**src/rtl/peripheral_adder_pkg.sv**
```systemverilog
// Shared widths and stage payload types for the two-stage pipelined adder responder.
package peripheral_adder_pkg;

   localparam int unsigned ADD_W   = 4;
   localparam int unsigned ADD_LO  = ADD_W / 2;
   localparam int unsigned ADD_LO1 = ADD_LO + 1;

   // Low half already summed; high operand halves wait for stage 2.
   typedef struct packed {
      logic [ADD_LO-1:0] lo_sum;
      logic              c_lo;
      logic [ADD_LO-1:0] x_hi;
      logic [ADD_LO-1:0] y_hi;
   } s1_payload_t;

   typedef struct packed {
      logic [ADD_W-1:0] sum;
      logic             cout;
      logic             ovf;
   } result_t;

endpackage

```
**src/rtl/peripheral_adder_pipe_reg.sv**
```systemverilog
// Generic valid/ready register slice: loads valid on enable, payload only when valid.
module peripheral_adder_pipe_reg #(
   parameter type T = logic
) (
   input  logic clk,
   input  logic reset,
   input  logic en,
   input  logic in_valid,
   input  T     in_data,
   output logic out_valid,
   output T     out_data
);

   always_ff @(posedge clk) begin
      if (reset) begin
         out_valid <= 1'b0;
         out_data  <= '0;
      end else if (en) begin
         out_valid <= in_valid;
         if (in_valid) out_data <= in_data;
      end
   end

endmodule

```
**src/rtl/peripheral_adder_responder.sv**
```systemverilog
// Responder: accepts (x, y, cin), returns registered sum/cout/ovf through a 2-stage ripple adder.
module peripheral_adder_responder
   import peripheral_adder_pkg::*;
#(
   parameter int unsigned W     = ADD_W,
   parameter int unsigned CNT_W = 8
) (
   input  logic             clk,
   input  logic             reset,
   input  logic             in_valid,
   output logic             in_ready,
   input  logic [W-1:0]     x,
   input  logic [W-1:0]     y,
   input  logic             cin,
   output logic             out_valid,
   input  logic             out_ready,
   output logic [W-1:0]     sum,
   output logic             cout,
   output logic             ovf,
   output logic [CNT_W-1:0] txn_count
);

   logic          s1_valid;
   logic          en1;
   logic          en2;
   logic [ADD_LO:0] lo_full;
   logic [ADD_LO:0] hi_full;
   s1_payload_t   s1_d;
   s1_payload_t   s1_q;
   result_t       res_d;
   result_t       res_q;

   // Stage 2 advances when empty or drained; stage 1 advances when empty or stage 2 moves.
   assign en2      = !out_valid || out_ready;
   assign en1      = !s1_valid || en2;
   assign in_ready = en1;

   always_comb begin
      s1_d        = '0;
      lo_full     = ADD_LO1'(x[ADD_LO-1:0]) + ADD_LO1'(y[ADD_LO-1:0]) + ADD_LO1'(cin);
      s1_d.lo_sum = lo_full[ADD_LO-1:0];
      s1_d.c_lo   = lo_full[ADD_LO];
      s1_d.x_hi   = x[W-1:ADD_LO];
      s1_d.y_hi   = y[W-1:ADD_LO];
   end

   // Carry into the MSB is recovered as a ^ b ^ s of that bit.
   always_comb begin
      res_d      = '0;
      hi_full    = ADD_LO1'(s1_q.x_hi) + ADD_LO1'(s1_q.y_hi) + ADD_LO1'(s1_q.c_lo);
      res_d.sum  = {hi_full[ADD_LO-1:0], s1_q.lo_sum};
      res_d.cout = hi_full[ADD_LO];
      res_d.ovf  = s1_q.x_hi[ADD_LO-1] ^ s1_q.y_hi[ADD_LO-1] ^ hi_full[ADD_LO-1] ^ hi_full[ADD_LO];
   end

   peripheral_adder_pipe_reg #(.T(s1_payload_t)) u_stage1 (
      .clk       (clk),
      .reset     (reset),
      .en        (en1),
      .in_valid  (in_valid),
      .in_data   (s1_d),
      .out_valid (s1_valid),
      .out_data  (s1_q)
   );

   peripheral_adder_pipe_reg #(.T(result_t)) u_stage2 (
      .clk       (clk),
      .reset     (reset),
      .en        (en2),
      .in_valid  (s1_valid),
      .in_data   (res_d),
      .out_valid (out_valid),
      .out_data  (res_q)
   );

   assign sum  = res_q.sum;
   assign cout = res_q.cout;
   assign ovf  = res_q.ovf;

   always_ff @(posedge clk) begin
      if (reset) txn_count <= '0;
      else if (out_valid && out_ready) txn_count <= txn_count + CNT_W'(1);
   end

endmodule

```
**config.mk**
```make
export PLATFORM = sky130hd
export DESIGN_NAME = peripheral_adder_responder
export DESIGN_NICKNAME = d
export VERILOG_FILES = /design/src/rtl/peripheral_adder_pkg.sv /design/src/rtl/peripheral_adder_pipe_reg.sv /design/src/rtl/peripheral_adder_responder.sv
export SDC_FILE = /design/constraint.sdc
export NUM_CORES = 1
export LEC_CHECK = 0
export CAP_MARGIN = 15
export CORE_MARGIN = 2
export CORE_UTILIZATION = 60
export DETAILED_ROUTE_END_ITERATION = 10
export DONT_BUFFER_PORTS = 1
export MAX_ROUTING_LAYER = met4
export PLACE_DENSITY = 0.74
export SKIP_CTS_REPAIR_TIMING = 1
export SLEW_MARGIN = 0
export SYNTH_ARGS = -nofsm -noshare
export SYNTH_HDL_FRONTEND = slang
export SYNTH_SLANG_ARGS = --single-unit
```
**constraint.sdc**
```tcl
create_clock -name clk -period 2.6 [get_ports clk]
set_input_delay 0.52 -clock clk [delete_from_list [all_inputs] [get_ports clk]]
set_output_delay 0.52 -clock clk [all_outputs]
set_load 0.005 [all_outputs]
```
Word level (Yosys, flattened, before mapping)
Index checks and enable logic that the tools add are counted.
{"block": "op_classes", "n_reduce_logical": 7, "n_bitwise": 3, "addsub": 5}
{"cell": "adder 8 x 1 -> 8 bit, second input constant", "n": 1}
{"cell": "adder 2 x 2 -> 3 bit", "n": 2}
{"cell": "adder 3 x 1 -> 3 bit", "n": 2}
{"cell": "AND reduction 2 bit", "n": 2}
{"cell": "XOR 1 bit", "n": 3}
{"cell": "logical NOT 1 bit", "n": 2}
{"cell": "logical OR 1 bit", "n": 2}
{"cell": "logical AND 1 bit", "n": 1}
{"block": "word_totals", "word_cells": 25, "input_bits": 13, "out_inout_bits": 16, "reg_bits": 23}

Depth between registers and ports, before layout
Gate-level depths: netlist (run 1).
{"block": "logic_depth", "ltp_word": 4, "ltp_mapped": 6, "ltp_nobuf": 6}

By module
From an unflattened synthesis (run 1), not the netlist that was laid out.
{"block": "hier_totals", "hier_cells": 128, "hier_area_um2": 1161.1}
{"module": "peripheral_adder_responder", "seq_area_each_um2": 160.2, "area_per_inst_um2": 531.8, "n_inst": 1, "cells_each": 65}
{"module": "peripheral_adder_pipe_reg (u_stage1)", "seq_area_each_um2": 160.2, "area_per_inst_um2": 336.6, "n_inst": 1, "cells_each": 34}
{"module": "peripheral_adder_pipe_reg (u_stage2)", "seq_area_each_um2": 140.1, "area_per_inst_um2": 292.8, "n_inst": 1, "cells_each": 29}

Worst setup path before layout (run 1)
No wires, ideal clock.
{"block": "synth_timing", "path_kind": "register to register", "from": "register u_stage1.out_data[0] (netlist name)", "to": "register u_stage2.out_data[0] (netlist name)", "required_ns": 2.468, "path_slack_ns": 0.738, "t_arrival_ns": 1.730, "path_buffers": 0, "setup_ns": 0.132, "path_stages_with_launch": 7, "period_less_slack_ns": 1.862, "cell_sequence": "dfxtp_1 > inv_1 > fa_1 > fa_1 > xor3_1 > nand3_1 > a21oi_1"}
{"block": "synth_between", "elab_chain_cells": 4}
{"item": "start: declaration", "line": "peripheral_adder_pipe_reg.sv:11", "rtl": "output T out_data"}
{"item": "start signal: assignment", "line": "peripheral_adder_pipe_reg.sv:20", "rtl": "if (in_valid) out_data <= in_data;"}
{"item": "adder 2 x 2 -> 3 bit (*)", "line": "peripheral_adder_responder.sv:50", "rtl": "hi_full = ADD_LO1'(s1_q.x_hi) + ADD_LO1'(s1_q.y_hi) + ADD_LO1'(s1_q.c_lo);"}
{"item": "adder 3 x 1 -> 3 bit (*)", "line": "peripheral_adder_responder.sv:50"}
{"item": "XOR 1 bit", "line": "peripheral_adder_responder.sv:53", "rtl": "res_d.ovf = s1_q.x_hi[ADD_LO-1] ^ s1_q.y_hi[ADD_LO-1] ^ hi_full[ADD_LO-1] ^ hi_full[ADD_LO];"}
{"item": "XOR 1 bit (*)", "line": "peripheral_adder_responder.sv:53"}
{"item": "end signal: assignment", "line": "peripheral_adder_pipe_reg.sv:20"}
{"item": "end: declaration", "line": "peripheral_adder_pipe_reg.sv:11"}
Mark *: on every way between the ends. The rest lies on a longest branch, timed or not.
A chain may end at the register's enable or synchronous reset.

Worst setup path after layout (run 1)
Same ends and word-level chain as after synthesis.

==> summary.md, run 1 <==
| Metric | Value |
|---|---|
| Leakage | `approximately 0.39 nW` |
| Yosys reg bits | `23` |
| Critical-path maximum fanout | `2` |
| Critical path depth | `6` |
| Most frequent cells in the layout | `23 x dfxtp_1, 21 x a21oi_1, 13 x inv_1` |
| Global-route wire length before repair | `2950 um` |
| Achievable Freq | `approximately 510 MHz` |
| Fin nets | `between 100 and 150` |
| GRT met2 Usage | `0.358` |
| IO Pins | `29` |
| WHS Endpoint | `u_stage1.out_data[6]$_SDFFE_PP0P_` |
| Met1 layer usage reported by global route | `0.215` |
| CP Capture Type | `register` |
| Most used cell, CP | `fa_1` |
| Reg2reg start | `u_stage1.out_data[0]$_SDFFE_PP0P_` |
| Insertion delay to the later sink of the worst-skew pair | `between 0.3 and 0.4 ns` |
| Fin Clk Skew | `about 0.0058 ns` |
| Hold Crit Class | `primary input to register` |
| Die X | `approximately 46 um` |
| Antenna violations before repair | `0` |
| Port bufs | `0` |
| Critical path buffer and inverter count | `1` |
| Total number of vias | `817` |
| TNS Setup | `0 ns` |
| WL per Instance | `13.8 um` |
| Fin. Hold Viols | `0` |
| Max-cap violations | `0` |
| Mapped cell area | `1080 sq um` |
| GRT Util Overall | `0.203` |
| Max Slew Vio Count | `0` |
| RSZ-0062 raised after global routing | `false` |
| Reg2Reg Depth | `6` |
| Layout cells sized above 1 | `0.0870` |
| Worst EP required | `~2.8 ns` |
| Status | `complete, no violations` |
| First-pass DRT Iterations | `2` |
| Power density cells | `545 nW/um^2` |
| Syn Nets | `around 140` |
| Post-DRT Antenna Nets | `0` |
| Rows | `15` |
| Worst hold margin | `~0.26 ns` |
| GPL Wtd Cong | `0.805` |
| Worst Slack Setup Final | `0.658 ns` |
| HPWL Detailed | `about 1500 um` |
| Min Clock Period, post-route | `about 2 ns` |
| Vias per inst | `about 5.8` |
| Worst path slowest cell | `fa_1` |
| Design Power | `between 0.0006 and 0.0007 W` |
| Max clock buf depth | `2` |
| Vias in the first global route | `between 700 and 800` |
| Crit path from | `u_stage1.out_data[0]$_SDFFE_PP0P_` |
| CTS tree | `done` |
| Largest net degree at the start of global routing | `24` |
| Worst-Margin Slew | `0.329 ns` |
| DRC errors left | `0` |
| Die Y | `roughly 46 um` |
| Antenna fix cells | `0` |
| Worst hold stages | `1` |
| Post-synthesis instance total | `between 100 and 150` |
| Worst flop-to-flop path endpoint | `u_stage2.out_data[0]$_SDFFE_PP0P_` |
| Yosys top cell area share | `0.425` |
| Worst setup SP type | `register` |
| H-tree Lvls | `1` |
| Ys Warns | `0` |
| Max_slew headroom | `0.780` |
| Die ar. | `around 2200 sq um` |
| Area grow syn2layout | `1.85%` |
| # clock sinks | `23` |
| Dpl ws | `just under 0.7 ns` |
| Final period utilization | `0.747` |
| Delay of the slowest critical-path stage | `about 0.48 ns` |
| Area of the core | `roughly 1700 sq um` |
| Min-delay src | `reset` |
| Syn Area/Cell | `9.25 sq um` |
| Initial drt markers | `4` |
| GRT Residual Overflow | `0` |
| Worst path cell trace | `inv_1 > fa_1 > fa_1 > xor3_1 > nand3_1 > a21oi_1` |
| FILL cells | `approximately 160` |
| Ranking of synthesized cells by area | `dfxtp_1 43%, a21oi_1 9.7%, fa_1 7.4%, nand3_1 5.1%, a311oi_1 4.9%` |
| Cts bufs inserted | `3` |
| Critical path class | `register to register` |
| FF-to-FF setup slack | `approximately 0.66 ns` |
| Area leader, netlist | `dfxtp_1` |
| Final setup fails | `0` |
| Starting Density | `0.634` |
| Dominant delay contributor by cell family on the critical path | `adder cells` |
| Worst vdd ir | `384 uV` |
| WL final | `1940 um` |
| Root buf cell | `clkbuf_4` |
| Commonest non-fill, non-tap cell in the layout | `dfxtp_1` |
| Most used routing layer | `met2` |
| Final Util | `0.645` |
| Met3 GRT Util | `0.0431` |
| Reg clk slew, reported paths | `between 0.1 and 0.15 ns` |
| Unique cell type count in the Yosys netlist | `24` |
| Crit path arrival time | `between 2 and 2.5 ns` |
| Seq/Total Area, Yosys | `0.425` |
[metal layers]
| metal | vias up | wire length, um | part of all wire |
|---|---|---|---|
| met5 | - | 0 | 0 |
| li1 | 408 | - | - |
| met2 | 17 | 1020 | 0.52 |
| met1 | 390 | 834 | 0.43 |
| met4 | 0 | 17 | 0.0088 |
| met3 | 2 | 68 | 0.035 |
[worst reg2reg max path, delay by kind of cell, from the launching register on]
| kind | cells | cell delay (ns) |
|---|---|---|
| adders and majority gates | 2 | 0.92 |
| xor gates and xnor gates | 1 | 0.36 |
| DFF | 1 | 0.35 |
| and+or+nand+nor | 1 | 0.09 |
| buffers and inverters | 1 | 0.06 |
| AOI/OAI and AO/OA | 1 | 0.06 |
[power by group]
group	switching, W	total, W	internal, W
sequential	0.0000148	0.000384	0.000369
combinational	0.0000256	0.0000541	0.0000285
clock	0.000105	0.000163	0.0000575
[per-stage QoR]
stage               cell area, sq um  std cells
finish                          1100        140
global route                    1100        140
CTS                             1100        140
detailed placement              1070        136
global placement                1070        136
floorplan                       1080        117
[area by class of cell]
type | instances | area [sq um] | area share
multi-input cells | 74 | 531 | 0.481
well taps | 25 | 31.3 | 0.0284
clock buffers | 3 | 22.5 | 0.0204
flip-flops and latches | 23 | 460 | 0.418
inverters | 14 | 52.6 | 0.0477
clock inverters | 1 | 5.00 | 0.00454
[flip-flops by register name (all words and copies together), names as in the netlist]
signal,count
u_stage1.out_valid,1
txn_count,8
u_stage2.out_data,6
u_stage2.out_valid,1
u_stage1.out_data,7
[worst max path at each step]
stage | to | slack, ns
global route | u_stage2.out_data[0]$_SDFFE_PP0P_ | 0.55
CTS | u_stage2.out_data[0]$_SDFFE_PP0P_ | 0.65
detailed placement | u_stage2.out_data[0]$_SDFFE_PP0P_ | 0.67
finish | u_stage2.out_data[0]$_SDFFE_PP0P_ | 0.66
global placement | u_stage2.out_data[0]$_SDFFE_PP0P_ | 0.70
floorplan | u_stage2.out_data[0]$_SDFFE_PP0P_ | 0.74
[logic make-up after synthesis]
group,Yosys count,share of synthesized area
flops,23,0.425
compound gates,39,0.208
buf+inv,20,0.0844
fa+ha+maj,6,0.0971
simple gates,26,0.147
xor+xnor,3,0.0382
[Yosys cell counts]
cell type   n
fa_1        4
nor2_1      2
buf_2       1
or3_1       1
ha_1        2
xor3_1      1
or3_2       1
inv_2       1
clkbuf_1    3
or2b_2      1
or4_1       3
and2b_2     1
nand2_1     4
nand3_4     1
o31ai_1     3
dfxtp_1    23
o21ai_0     9
and3b_2     1
xor2_1      2
nand3_1    11
buf_6       2
a21oi_1    21
a311oi_1    6
inv_1      13
(Power assumes the default switching activity.)
==> inputs of run 2 (changes only) <==
--- a/config.mk
+++ b/config.mk
@@ -7,11 +7,11 @@
 export LEC_CHECK = 0
 export CAP_MARGIN = 15
 export CORE_MARGIN = 2
-export CORE_UTILIZATION = 60
+export CORE_UTILIZATION = 54
 export DETAILED_ROUTE_END_ITERATION = 10
 export DONT_BUFFER_PORTS = 1
 export MAX_ROUTING_LAYER = met4
-export PLACE_DENSITY = 0.74
+export PLACE_DENSITY = 0.7
 export SKIP_CTS_REPAIR_TIMING = 1
 export SLEW_MARGIN = 0
 export SYNTH_ARGS = -nofsm -noshare
==> constraint.sdc (replaced) <==
create_clock -name clk -period 1.69 [get_ports clk]
set_input_delay 0.338 -clock clk [delete_from_list [all_inputs] [get_ports clk]]
set_output_delay 0.338 -clock clk [all_outputs]
set_load 0.005 [all_outputs]
==> run 2 against run 1 <==
  * The flow now finishes with violations (negative setup slack)
  * Clock-buffer cell count increased by 1
  * Total power increased by 54%
  * Critical path type unchanged
  * Flip-flop and latch count unchanged
==> summary.md, run 2 (synthesis gave the netlist of run 1 again) <==
| Metric | Value |
|---|---|
| Worst hold margin | `0.0851 ns (-0.173 ns)` |
| CTS tree | `done` |
| Critical path class | `register to register` |
| First-pass DRT Iterations | `4 (+2)` |
| Root buf cell | `clkbuf_4` |
| Crit path arrival time | `2.06 ns (-0.09 ns)` |
| GPL Wtd Cong | `0.780 (-3.1%)` |
| Die Y | `48.8 um (+4.9%)` |
| Leakage | `0.392 nW (-0.29%)` |
| Final setup fails | `1 (+1)` |
| Area of the core | `1920 sq um (+13%)` |
| Max reg flops | `8 (unchanged)` |
| Post-DRT Antenna Nets | `0 (unchanged)` |
| Max Slew Vio Count | `0 (unchanged)` |
| RSZ-0062 raised after global routing | `true` |
| Cts bufs inserted | `3 (unchanged)` |
| TNS Setup | `-0.135 ns (-0.135 ns)` |
| Worst setup SP type | `register` |
| WL per Instance | `13.1 um (-5.0%)` |
| Rows | `16 (+1)` |
| Vias per inst | `5.70 (-2.3%)` |
| Initial drt markers | `13 (+9)` |
| Antenna fix cells | `0 (unchanged)` |
| Largest regs | `txn_count x8, u_stage1.out_data x7, u_stage2.out_data x6` |
| Critical-path maximum fanout | `2 (unchanged)` |
| Design area | `1120 sq um (+1.6%)` |
| H-tree Lvls | `1 (unchanged)` |
| WL final | `1880 um (-3.0%)` |
| Worst EP required | `1.92 ns (-0.89 ns)` |
| Min Clock Period, post-route | `1.82 ns (-0.118 ns)` |
| Max_slew headroom | `0.776 (-0.00427)` |
| Antenna violations before repair | `0 (unchanged)` |
| Starting Density | `0.563 (-0.0705)` |
| Port bufs | `0 (unchanged)` |
| # clock sinks | `23 (unchanged)` |
| Largest net degree at the start of global routing | `24 (unchanged)` |
| Vias in the first global route | `753 (+2.4%)` |
| Fin nets | `136 (+0.74%)` |
| Achievable Freq | `548 MHz (+6.4%)` |
| Max clock buf depth | `2 (unchanged)` |
| Total number of vias | `815 (-0.24%)` |
| Global-route wire length before repair | `3280 um (+11%)` |
| HPWL Detailed | `1390 um (-4.7%)` |
| Final period utilization | `1.08 (+0.333)` |
| Hold Crit Class | `primary input to register` |
| Worst-Margin Slew | `0.335 ns (+0.00639 ns)` |
| Area grow syn2layout | `3.47%` |
| Final Util | `0.583 (-0.0627)` |
| Insertion delay to the later sink of the worst-skew pair | `0.30 ns (about the same)` |
| Most frequent cells in the layout | `21 x a21oi_1, 20 x dfxtp_1, 12 x inv_1` |
| Design Power | `0.000925 W (+54%)` |
| Fin. Hold Viols | `0 (unchanged)` |
| Status | `finished with violations` |
| Reg clk slew, reported paths | `0.12 ns (about the same)` |
| Die ar. | `2380 sq um (+10%)` |
| Fin Clk Skew | `0.00771 ns (+0.00195 ns)` |
| Layout cells sized above 1 | `0.138 (+0.0510)` |
| IO Pins | `29 (unchanged)` |
| Worst Slack Setup Final | `-0.135 ns (-0.792 ns)` |
| Commonest non-fill, non-tap cell in the layout | `a21oi_1` |
| Most flops, register | `txn_count` |
| Power density cells | `826 nW/um^2 (+52%)` |
| DRC errors left | `0 (unchanged)` |
| Placed inst area | `1080 sq um (+0.82%)` |
| Max-cap violations | `0 (unchanged)` |
| GRT Residual Overflow | `0 (unchanged)` |
| CP Capture Type | `register` |
| Failing checks | `negative setup slack` |
| Worst vdd ir | `362 uV (-5.6%)` |
| GRT Util Overall | `0.180 (-0.0225)` |
| Die X | `48.8 um (+4.9%)` |
-- run 2: final cells by class --
cell class              instances  area [sq um]
multi-input cells              74           536
well taps                      27          33.8
clock buffers                   4          26.3
repair buffers                  1          7.51
fillers                       184           802
flip-flops and latches         23           464
inverters                      14          52.6
-- run 2: final timing paths --
path	start	endpoint	slack [ns]	depth (start not counted)
worst max register to register	u_stage1.out_data[4]$_SDFFE_PP0P_	u_stage2.out_data[0]$_SDFFE_PP0P_	-0.13	6
worst max-delay path	u_stage1.out_data[4]$_SDFFE_PP0P_	u_stage2.out_data[0]$_SDFFE_PP0P_	-0.13	6
worst min register to register	u_stage1.out_data[0]$_SDFFE_PP0P_	u_stage1.out_data[0]$_SDFFE_PP0P_	0.49	2
worst min-delay path	reset	u_stage1.out_data[5]$_SDFFE_PP0P_	0.09	1
-- run 2: metal layers --
metal	up-vias	share of wire	global-route usage
li1	411	-	-
met1	378	0.47	0.229
met2	24	0.47	0.283
met3	2	0.055	0.0460
met4	0	0.0048	0.0571
met5	-	0	-
-- run 2: metrics by stage --
stage	std cells	setup slack [ns]
after floorplan	117	-0.0516
after global placement	138	-0.0667
after detailed placement	138	-0.114
after CTS	142	-0.139
after global routing	143	-0.196
final	143	-0.135
-- run 2: where the power goes --
part	switching, W	internal [W]	total [W]
Sequential	0.0000233	0.000568	0.000592
Clock	0.000155	0.0000919	0.000247
Combinational	0.0000411	0.0000459	0.0000870
Total	0.000219	0.000706	0.000925
-- run 2: worst max-delay path, cell delays in order, from the launching register on --
cell	delay, ns
dfxtp_2	0.36
inv_2	0.04
fa_2	0.38
fa_2	0.37
xor3_1	0.38
nand3_1	0.08
a21oi_1	0.15
==> inputs of run 3 (changes only) <==
--- a/config.mk
+++ b/config.mk
@@ -10,6 +10,7 @@
 export CORE_UTILIZATION = 54
 export DETAILED_ROUTE_END_ITERATION = 10
 export DONT_BUFFER_PORTS = 1
+export GPL_TIMING_DRIVEN = 0
 export MAX_ROUTING_LAYER = met4
 export PLACE_DENSITY = 0.7
 export SKIP_CTS_REPAIR_TIMING = 1
==> run 3 against run 2 <==
  * The flow still finishes with violations (negative setup slack)
  * Fmax shrank 1.0%
  * Sequential share of layout area shrank 1.1 points
  * Total power grew 2.3%
  * Register-to-register slack lost 0.02 ns
  * Sequential power shrank 0.7%
  * Critical endpoint unchanged
==> summary.md, run 3 (synthesis gave the netlist of run 1 again) <==
| Metric | Value |
|---|---|
| CTS tree | `done` |
| Rows | `16 (unchanged)` |
| Vias per inst | `5.66 (-0.77%)` |
| Antenna violations before repair | `0 (unchanged)` |
| First-pass DRT Iterations | `4 (unchanged)` |
| Share of power burned in registers | `0.621 (-0.018)` |
| Insertion delay to the later sink of the worst-skew pair | `0.31 ns (about the same)` |
| Worst-Margin Slew | `0.461 ns (+0.125 ns)` |
| Max_slew headroom | `0.693 (-0.0832)` |
| Area of the core | `1920 sq um (unchanged)` |
| Power Internal | `0.000710 W (+0.56%)` |
| GRT Residual Overflow | `0 (unchanged)` |
| Worst EP required | `1.89 ns (-0.03 ns)` |
| Leakage | `0.406 nW (+3.6%)` |
| Sw Share | `0.250 (+0.0132)` |
| Max Slew Vio Count | `0 (unchanged)` |
| Min Clock Period, post-route | `1.84 ns (+0.0189 ns)` |
| Max-cap violations | `0 (unchanged)` |
| Root buf cell | `clkbuf_4` |
| Hold Crit Class | `primary input to register` |
| Post-DRT Antenna Nets | `0 (unchanged)` |
| Die ar. | `2380 sq um (unchanged)` |
| Critical-path maximum fanout | `2 (unchanged)` |
| Worst Slack Setup Final | `-0.154 ns (-0.0189 ns)` |
| Max reg flops | `8 (unchanged)` |
| IO Pins | `29 (unchanged)` |
| Total number of vias | `837 (+2.7%)` |
| Achievable Freq | `542 MHz (-1.0%)` |
| Die X | `48.8 um (unchanged)` |
| Crit path arrival time | `2.04 ns (-0.02 ns)` |
| Fin. Hold Viols | `0 (unchanged)` |
| CP Capture Type | `register` |
| Status | `finished with violations` |
| Die Y | `48.8 um (unchanged)` |
| Port bufs | `0 (unchanged)` |
| Comb power frac | `0.110 (+0.016)` |
| Worst vdd ir | `587 uV (+62%)` |
| Starting Density | `0.563 (unchanged)` |
| Reg clk slew, reported paths | `0.12 ns (about the same)` |
| # clock sinks | `23 (unchanged)` |
| WL per Instance | `13.5 um (+2.8%)` |
| FF-to-FF setup slack | `-0.15 ns (-0.02 ns)` |
| Largest regs | `txn_count x8, u_stage1.out_data x7, u_stage2.out_data x6` |
| H-tree Lvls | `1 (unchanged)` |
| Clk pwr share | `0.268 (about the same)` |
| Fin Clk Skew | `0.00150 ns (-0.00620 ns)` |
| Fin nets | `141 (+3.7%)` |
| Final non-filler cell total | `148 (+3.5%)` |
| Cts bufs inserted | `3 (unchanged)` |
| Worst setup SP type | `register` |
| Most frequent cells in the layout | `21 x a21oi_1, 20 x dfxtp_1, 12 x inv_1` |
| GPL Wtd Cong | `0.791 (+1.4%)` |
| Antenna fix cells | `0 (unchanged)` |
| Vias in the first global route | `736 (-2.3%)` |
| RSZ-0062 raised after global routing | `true` |
| Design Power | `0.000947 W (+2.3%)` |
| Most flops, register | `txn_count` |
| Final setup fails | `1 (unchanged)` |
| Failing checks | `negative setup slack` |
| Commonest non-fill, non-tap cell in the layout | `a21oi_1` |
| DRC errors left | `0 (unchanged)` |
| Final period utilization | `1.09 (+0.0112)` |
| NetSw | `0.000237 W (+8.0%)` |
| Max clock buf depth | `2 (unchanged)` |
| Area grow syn2layout | `6.36%` |
| Layout cells sized above 1 | `0.149 (+0.0108)` |
| HPWL Detailed | `1490 um (+7.3%)` |
| Power density cells | `822 nW/um^2 (-0.45%)` |
| Largest net degree at the start of global routing | `13 (-46%)` |
| WL final | `2000 um (+6.4%)` |
| Global-route wire length before repair | `3240 um (-1.0%)` |
| GRT Util Overall | `0.178 (-0.00240)` |
| Critical path class | `register to register` |
| Initial drt markers | `4 (-9)` |
| DP Cell Count | `144 (+4.3%)` |
run 3: cell count changes in the layout (fill, tap and decap cells not counted):
cell	previous run	this run
buf_2	0	1
buf_4	1	0
buf_6	0	2
clkbuf_1	1	4
run 3: cell type report:
type                       instances  area, sq um
clock buffer                       4         26.3
fill                             186          771
sequential                        23          464
inverter                          14         52.6
multi-input combinational         74          536
buffer                             6         38.8
tap                               27         33.8
run 3: per-layer routing:
metal	track usage	wire length [um]
met4	0.0286	12
met1	0.214	926
met2	0.288	925
met5	-	0
met3	0.0706	135
run 3: critical path, stage by stage, from the launching register on:
cell and delay, ns:
dfxtp_2 0.36, inv_2 0.04, fa_2 0.39, fa_2 0.55, xor3_1 0.22, nand3_1 0.10
a21oi_1 0.06
run 3: power groups by stage:
| stage | combinational (W) | sequential (W) | clock [W] |
|---|---|---|---|
| 6_report | 0.000105 | 0.000588 | 0.000254 |
| 4_1_cts | 0.000106 | 0.000588 | 0.000257 |
| 2_1_floorplan | 0.0000867 | 0.000594 | 0 |
| 5_1_grt | 0.000120 | 0.000591 | 0.000270 |
| 3_5_place_dp | 0.000105 | 0.000600 | 0 |
| 3_3_place_gp | 0.000103 | 0.000599 | 0 |
run 3: path summary, 6_finish.rpt:
path | start | endpoint | depth (start not counted)
setup / recovery | u_stage1.out_data[4]$_SDFFE_PP0P_ | u_stage2.out_data[0]$_SDFFE_PP0P_ | 6
hold / removal | reset | u_stage1.out_data[4]$_SDFFE_PP0P_ | 1
setup reg to reg | u_stage1.out_data[4]$_SDFFE_PP0P_ | u_stage2.out_data[0]$_SDFFE_PP0P_ | 6
hold reg to reg | u_stage1.out_data[0]$_SDFFE_PP0P_ | u_stage1.out_data[0]$_SDFFE_PP0P_ | 2
run 3: stage by stage:
step	utilization	cell area (sq um)	TNS [ns]	worst slack [ns]	hold WS, ns
finish	0.599	1150	-0.154	-0.154	0.0701
global route	0.599	1150	-0.228	-0.228	0.0574
detailed placement	0.584	1120	-0.129	-0.129	0.407
global placement	0.584	1120	-0.123	-0.123	0.406
floorplan	-	1090	-0.0516	-0.0516	0.403
CTS	0.598	1150	-0.168	-0.161	0.0671
